### src/rtl/stream_pool.sv
// Streaming POOL_SIZE x POOL_SIZE max/average pooling over a raster pixel stream,
// using a single-row line accumulator and a one-entry output register.
module stream_pool #(
  parameter int DATA_WIDTH = 32,
  parameter int IMG_SIZE   = 28,
  parameter int POOL_SIZE  = 2
) (
  input  logic                         clk,
  input  logic                         rst_n,
  input  logic                         avg_mode,
  input  logic                         in_valid,
  output logic                         in_ready,
  input  logic signed [DATA_WIDTH-1:0] in_data,
  output logic                         out_valid,
  input  logic                         out_ready,
  output logic signed [DATA_WIDTH-1:0] out_data,
  output logic                         out_last
);

  localparam int OUT_SIZE = IMG_SIZE / POOL_SIZE;
  localparam int LP       = $clog2(POOL_SIZE);
  localparam int SH       = 2 * LP;
  localparam int ACC_W    = DATA_WIDTH + SH;
  localparam int CW       = $clog2(IMG_SIZE + 1);
  localparam int WCW      = CW - LP;
  localparam int WW       = (OUT_SIZE > 1) ? $clog2(OUT_SIZE) : 1;

  localparam logic [CW-1:0]  LAST_PIX = CW'(IMG_SIZE - 1);
  localparam logic [CW-1:0]  SPAN     = CW'(OUT_SIZE * POOL_SIZE);
  localparam logic [WCW-1:0] LAST_WIN = WCW'(OUT_SIZE - 1);

  logic [CW-1:0] r_q, r_d, c_q, c_d;
  logic          mode_q, mode_d;
  logic          out_valid_q, out_valid_d;
  logic          out_last_q, out_last_d;
  logic signed [DATA_WIDTH-1:0] out_data_q, out_data_d;

  logic signed [ACC_W-1:0] acc_q [OUT_SIZE];
  logic signed [ACC_W-1:0] acc_d, px_ext, acc_rd, combined;
  logic                    acc_we;
  logic [WW-1:0]           w;
  logic fire_in, in_range, win_start, win_end;

  assign in_ready  = !out_valid_q || out_ready;
  assign fire_in   = in_valid && in_ready;
  assign in_range  = (r_q < SPAN) && (c_q < SPAN);
  assign win_start = ~|r_q[LP-1:0] && ~|c_q[LP-1:0];
  assign win_end   = &r_q[LP-1:0] && &c_q[LP-1:0];
  assign w         = WW'(c_q >> LP);
  assign px_ext    = ACC_W'(in_data);
  assign acc_rd    = acc_q[w];

  always_comb begin
    r_d         = r_q;
    c_d         = c_q;
    mode_d      = mode_q;
    out_valid_d = out_valid_q && !out_ready;
    out_last_d  = out_last_q && !(out_valid_q && out_ready);
    out_data_d  = out_data_q;
    acc_we      = 1'b0;
    acc_d       = px_ext;

    if (mode_q) combined = acc_rd + px_ext;
    else        combined = (px_ext > acc_rd) ? px_ext : acc_rd;

    if (fire_in) begin
      if (r_q == '0 && c_q == '0) mode_d = avg_mode;

      if (c_q == LAST_PIX) begin
        c_d = '0;
        r_d = (r_q == LAST_PIX) ? '0 : r_q + CW'(1);
      end else begin
        c_d = c_q + CW'(1);
      end

      if (in_range) begin
        if (win_end) begin
          // The window result folds in the current pixel directly; acc[w] is left untouched.
          out_valid_d = 1'b1;
          out_data_d  = mode_q ? DATA_WIDTH'(combined >>> SH) : DATA_WIDTH'(combined);
          out_last_d  = (r_q[CW-1:LP] == LAST_WIN) && (c_q[CW-1:LP] == LAST_WIN);
        end else begin
          acc_we = 1'b1;
          acc_d  = win_start ? px_ext : combined;
        end
      end
    end
  end

  always_ff @(posedge clk or negedge rst_n) begin
    if (!rst_n) begin
      r_q         <= '0;
      c_q         <= '0;
      mode_q      <= 1'b0;
      out_valid_q <= 1'b0;
      out_last_q  <= 1'b0;
      out_data_q  <= '0;
    end else begin
      // NOTE: non-blocking assignments keep every flop sampling pre-edge values.
      r_q         <= r_d;
      c_q         <= c_d;
      mode_q      <= mode_d;
      out_valid_q <= out_valid_d;
      out_last_q  <= out_last_d;
      out_data_q  <= out_data_d;
    end
  end

  // NOTE: the accumulator row has no reset; every entry is written by its window-start pixel before use.
  always_ff @(posedge clk) begin
    if (acc_we) acc_q[w] <= acc_d;
  end

  assign out_valid = out_valid_q;
  assign out_data  = out_data_q;
  assign out_last  = out_last_q;

endmodule

### config.mk
export PLATFORM = sky130hd
export DESIGN_NAME = stream_pool
export DESIGN_NICKNAME = d
export VERILOG_FILES = /design/src/rtl/stream_pool.sv
export SDC_FILE = /design/constraint.sdc
export NUM_CORES = 1
export LEC_CHECK = 0
export BUFFER_PORTS_ARGS = -buffer_cell sky130_fd_sc_hd__buf_2
export CAP_MARGIN = 20
export CORE_MARGIN = 2
export CORE_UTILIZATION = 30
export DETAILED_ROUTE_END_ITERATION = 10
export SLEW_MARGIN = 10
export SYNTH_ARGS = -nofsm -noshare
export SYNTH_HDL_FRONTEND = slang
export SYNTH_SLANG_ARGS = --single-unit
### constraint.sdc
create_clock -name clk -period 10.4 [get_ports clk]
set_input_delay 1.04 -clock clk [delete_from_list [all_inputs] [get_ports clk]]
set_output_delay 1.04 -clock clk [all_outputs]
set_load 0.02 [all_outputs]
==> impl_metrics.env <==
export IMPL_clk_pin_slew_ps=60
export IMPL_drtPass1Iterations=5
export IMPL_worstHoldStart="out_last"
export IMPL_skew_ps=30.8
export IMPL_rsz0062_at_grt="no"
export IMPL_r2r_end="acc_q[3][33]"
export IMPL_postSynthAreaPerCell_um2=14.5
export IMPL_grt_pass1_vias=14600
export IMPL_clk_latency_ps=600
export IMPL_postCtsSetupBuffers=0
export IMPL_synth_seq_cells=521
export IMPL_grt_max_degree=73
export IMPL_path_cells="buf_4 -> mux4_2 -> mux2i_1 -> nor2_1 -> a21oi_1 -> inv_1 -> ha_1 -> nor2b_1 -> a2111oi_0 -> a2111oi_1 -> nor3_2 -> a211oi_1 -> o41ai_1 -> mux2i_1 -> o21bai_1 -> a21oi_1"
export IMPL_netlist_instances=1665
export IMPL_period_minus_slack_ps=6690
export IMPL_hold_ws_ps=501
export IMPL_rows=103
export IMPL_place_area_um2=25800
export IMPL_drt_first_iter_violations=1618
export IMPL_r2r_cells=16
export IMPL_grt_use_total_pct=15.6
export IMPL_slew_headroom_pct=30.0
export IMPL_fin_crit_sh_pct=64.3
export IMPL_power_density_nw_per_um2=337
export IMPL_critPathMaxFanout=38
export IMPL_synth_async_reset_ratio_pct=8.64
export IMPL_dieArea_um2=82700
export IMPL_ant_nets=0
export IMPL_netlist_area_um2=24100
export IMPL_finalNetCount=1837
export IMPL_clockBufferDepth=3
export IMPL_synthFlopType="edfxtp_1"
export IMPL_min_to="out_last"
export IMPL_rr_startpoint="c_q[1]"
export IMPL_cts_tree="yes"
export IMPL_setup_tns_final_ps=0
export IMPL_die_y_um=288
export IMPL_cts_sinks=521
export IMPL_leakage_nw=9.30
export IMPL_totalWireLength_mm=64.8
export IMPL_synth_warning_count=0
export IMPL_dpl_hpwl_mm=38.4
export IMPL_crit_path_top_delay_cell="dfrtp_4"
export IMPL_grt_overflow=0
export IMPL_core_area_um2=79300
export IMPL_reg2reg_slack_ps=3710
export IMPL_vias_per_cell=5.31
export IMPL_hold_path_class="flip-flop to flip-flop"
export IMPL_root_buffer="clkbuf_16"
export IMPL_htreeDepth=2
export IMPL_cp_arrival_ps=6980
export IMPL_synth_edf_count=476
export IMPL_fillCellCount=7638
export IMPL_status="finished, final reports clean"
export IMPL_end_kind="flip-flop"
export IMPL_hold_viol=0
export IMPL_cap_violations=0
export IMPL_slowest_delay_ps=840
export IMPL_fmax_mhz=149
export IMPL_synth_fp_nets=1774
export IMPL_finalSetupViolCount=0
export IMPL_io_buffers=71
export IMPL_layout_drive_gt1_share_pct=18.1
export IMPL_die_width_um=288
export IMPL_worstMarginPinSlew_ps=1050
export IMPL_final_area_um2=27400
export IMPL_ios=72
export IMPL_peakVddDrop_uv=191
export IMPL_worstPathRequired_ps=10690
export IMPL_place_gp_congestion=0.903
export IMPL_whs_path_depth=2
export IMPL_crit_type="flip-flop to flip-flop"
export IMPL_maxSlewViolCount=0
export IMPL_cts_made_buffers=51
export IMPL_vias=15000
export IMPL_routedWlPerCell_um=23.0
export IMPL_yosysUniqueCellTypes=71
export IMPL_grt_pass1_wl_mm=95.5
export IMPL_drc=0
export IMPL_final_cell_mix="edfxtp_1 (476), a21oi_1 (157), nor2_1 (136), mux4_2 (103), inv_1 (73)"
export IMPL_start_util_pct=30.4
export IMPL_ys_seq_area_share_pct=63.9
export IMPL_syn_to_final_growth_pct=13.6
export IMPL_postCtsResizedCells=0
export IMPL_final_common_cell="edfxtp_1"
export IMPL_hold_buffers=0
export IMPL_critPathLaunchType="flip-flop"
export IMPL_antenna_found_initial=11
-- worst max-delay path: cells and delay by family, from the launching register on --
kind | cells | cell delay (ps)
AOI/OAI and AO/OA | 7 | 2900
adders and majority gates | 1 | 230
buffers and inverters | 2 | 800
DFF | 1 | 840
muxes | 3 | 920
and+or+nand+nor | 3 | 620
-- power breakdown --
part	switching (mW)	total [mW]	internal (mW)	leakage (nW)
Clock	0.787	1.77	0.984	0.767
Combinational	2.84	4.38	1.54	3.71
Sequential	0.180	3.07	2.89	4.83
-- sequential cells by signal, indices dropped and copies added (netlist names) --
register	flops
c_q	5
acc_q	476
mode_q	1
out_data	32
out_valid	1
r_q	5
out_last	1
-- cell families after synthesis --
family          after synthesis  synth area share [%]
flops                       521                  63.9
compound gates              363                  9.36
simple gates                336                  6.39
mux                         176                  12.7
buf+inv                     168                  2.82
fa+ha+maj                    72                  3.77
xor+xnor                     29                  1.05
-- worst max-delay path by stage --
stage / depth (start not counted) / slack (ps) / from / to
2_1_floorplan: 19 / 4810 / c_q[1] / acc_q[0][25]
3_5_place_dp: 14 / 3590 / c_q[1] / acc_q[10][25]
3_3_place_gp: 14 / 3810 / c_q[1] / acc_q[2][6]
6_report: 16 / 3710 / c_q[1] / acc_q[3][33]
5_1_grt: 16 / 3100 / c_q[1] / acc_q[5][33]
4_1_cts: 14 / 3580 / c_q[1] / acc_q[9][25]
-- metal layers --
layer	part of all wire (%)	GRT usage (%)	vias up
li1	-	-	6587
met1	46	23.1	7732
met2	44	23.3	563
met3	7.6	3.26	104
met4	2.0	3.71	6
met5	0.051	0	-
-- area by class of cell --
class | instances | area (um2) | area share (%)
sequential | 521 | 15400 | 56.3
multi-input combinational | 976 | 8150 | 29.7
clock buffer | 70 | 1380 | 5.03
tap | 1050 | 1310 | 4.79
timing repair buffer | 105 | 641 | 2.34
inverter | 73 | 274 | 1.00
clock inverter | 25 | 206 | 0.753
antenna | 3 | 7.51 | 0.0274
-- stage by stage --
step	util, %	cells	worst slack (ps)	power, mW
final	34.6	2823	3710	9.23
after global routing	34.6	2820	3100	9.81
after CTS	34.5	2818	3580	9.25
after detailed placement	32.5	2723	3590	7.47
after global placement	32.5	2723	3810	7.39
after floorplan	-	1665	4810	6.22
-- Yosys cell counts (3+ instances only) --
| master | count | area share, % |
|---|---|---|
| o21ai_1 | 39 | 0.81 |
| ha_1 | 71 | 3.7 |
| o211ai_1 | 9 | 0.28 |
| buf_4 | 4 | 0.12 |
| edfxtp_1 | 476 | 59 |
| o21bai_1 | 8 | 0.25 |
| xor2_1 | 4 | 0.15 |
| buf_2 | 21 | 0.44 |
| or4_1 | 3 | 0.093 |
| dfrtp_1 | 45 | 4.7 |
| o221ai_1 | 7 | 0.25 |
| a21oi_1 | 157 | 3.3 |
| mux4_2 | 103 | 9.6 |
| a221oi_1 | 4 | 0.15 |
| o21ai_0 | 24 | 0.50 |
| a21o_1 | 10 | 0.31 |
| a211oi_1 | 6 | 0.19 |
| nor2b_1 | 9 | 0.23 |
| and3_1 | 5 | 0.13 |
| nor3_1 | 33 | 0.68 |
| clkbuf_1 | 64 | 1.0 |
| nand3_1 | 18 | 0.37 |
| a211o_1 | 3 | 0.11 |
| o21a_1 | 6 | 0.19 |
| nand2_1 | 59 | 0.92 |
| o31ai_1 | 6 | 0.19 |
| or2_2 | 3 | 0.078 |
| a31oi_1 | 8 | 0.21 |
| and2_1 | 7 | 0.18 |
| buf_1 | 5 | 0.078 |
| nor4_1 | 4 | 0.10 |
| nor2_1 | 152 | 2.4 |
| inv_1 | 73 | 1.1 |
| nand4_1 | 14 | 0.36 |
| a22oi_1 | 34 | 1.1 |
| o31a_1 | 3 | 0.11 |
| xnor2_1 | 25 | 0.91 |
| mux2i_1 | 69 | 2.9 |
| a22o_1 | 5 | 0.18 |
| a221o_1 | 11 | 0.46 |
| mux2_2 | 4 | 0.19 |
| nand2b_1 | 10 | 0.26 |
| nor3b_1 | 4 | 0.12 |
| or3_1 | 8 | 0.21 |
No activity file was read; power rests on OpenSTA's default activity.
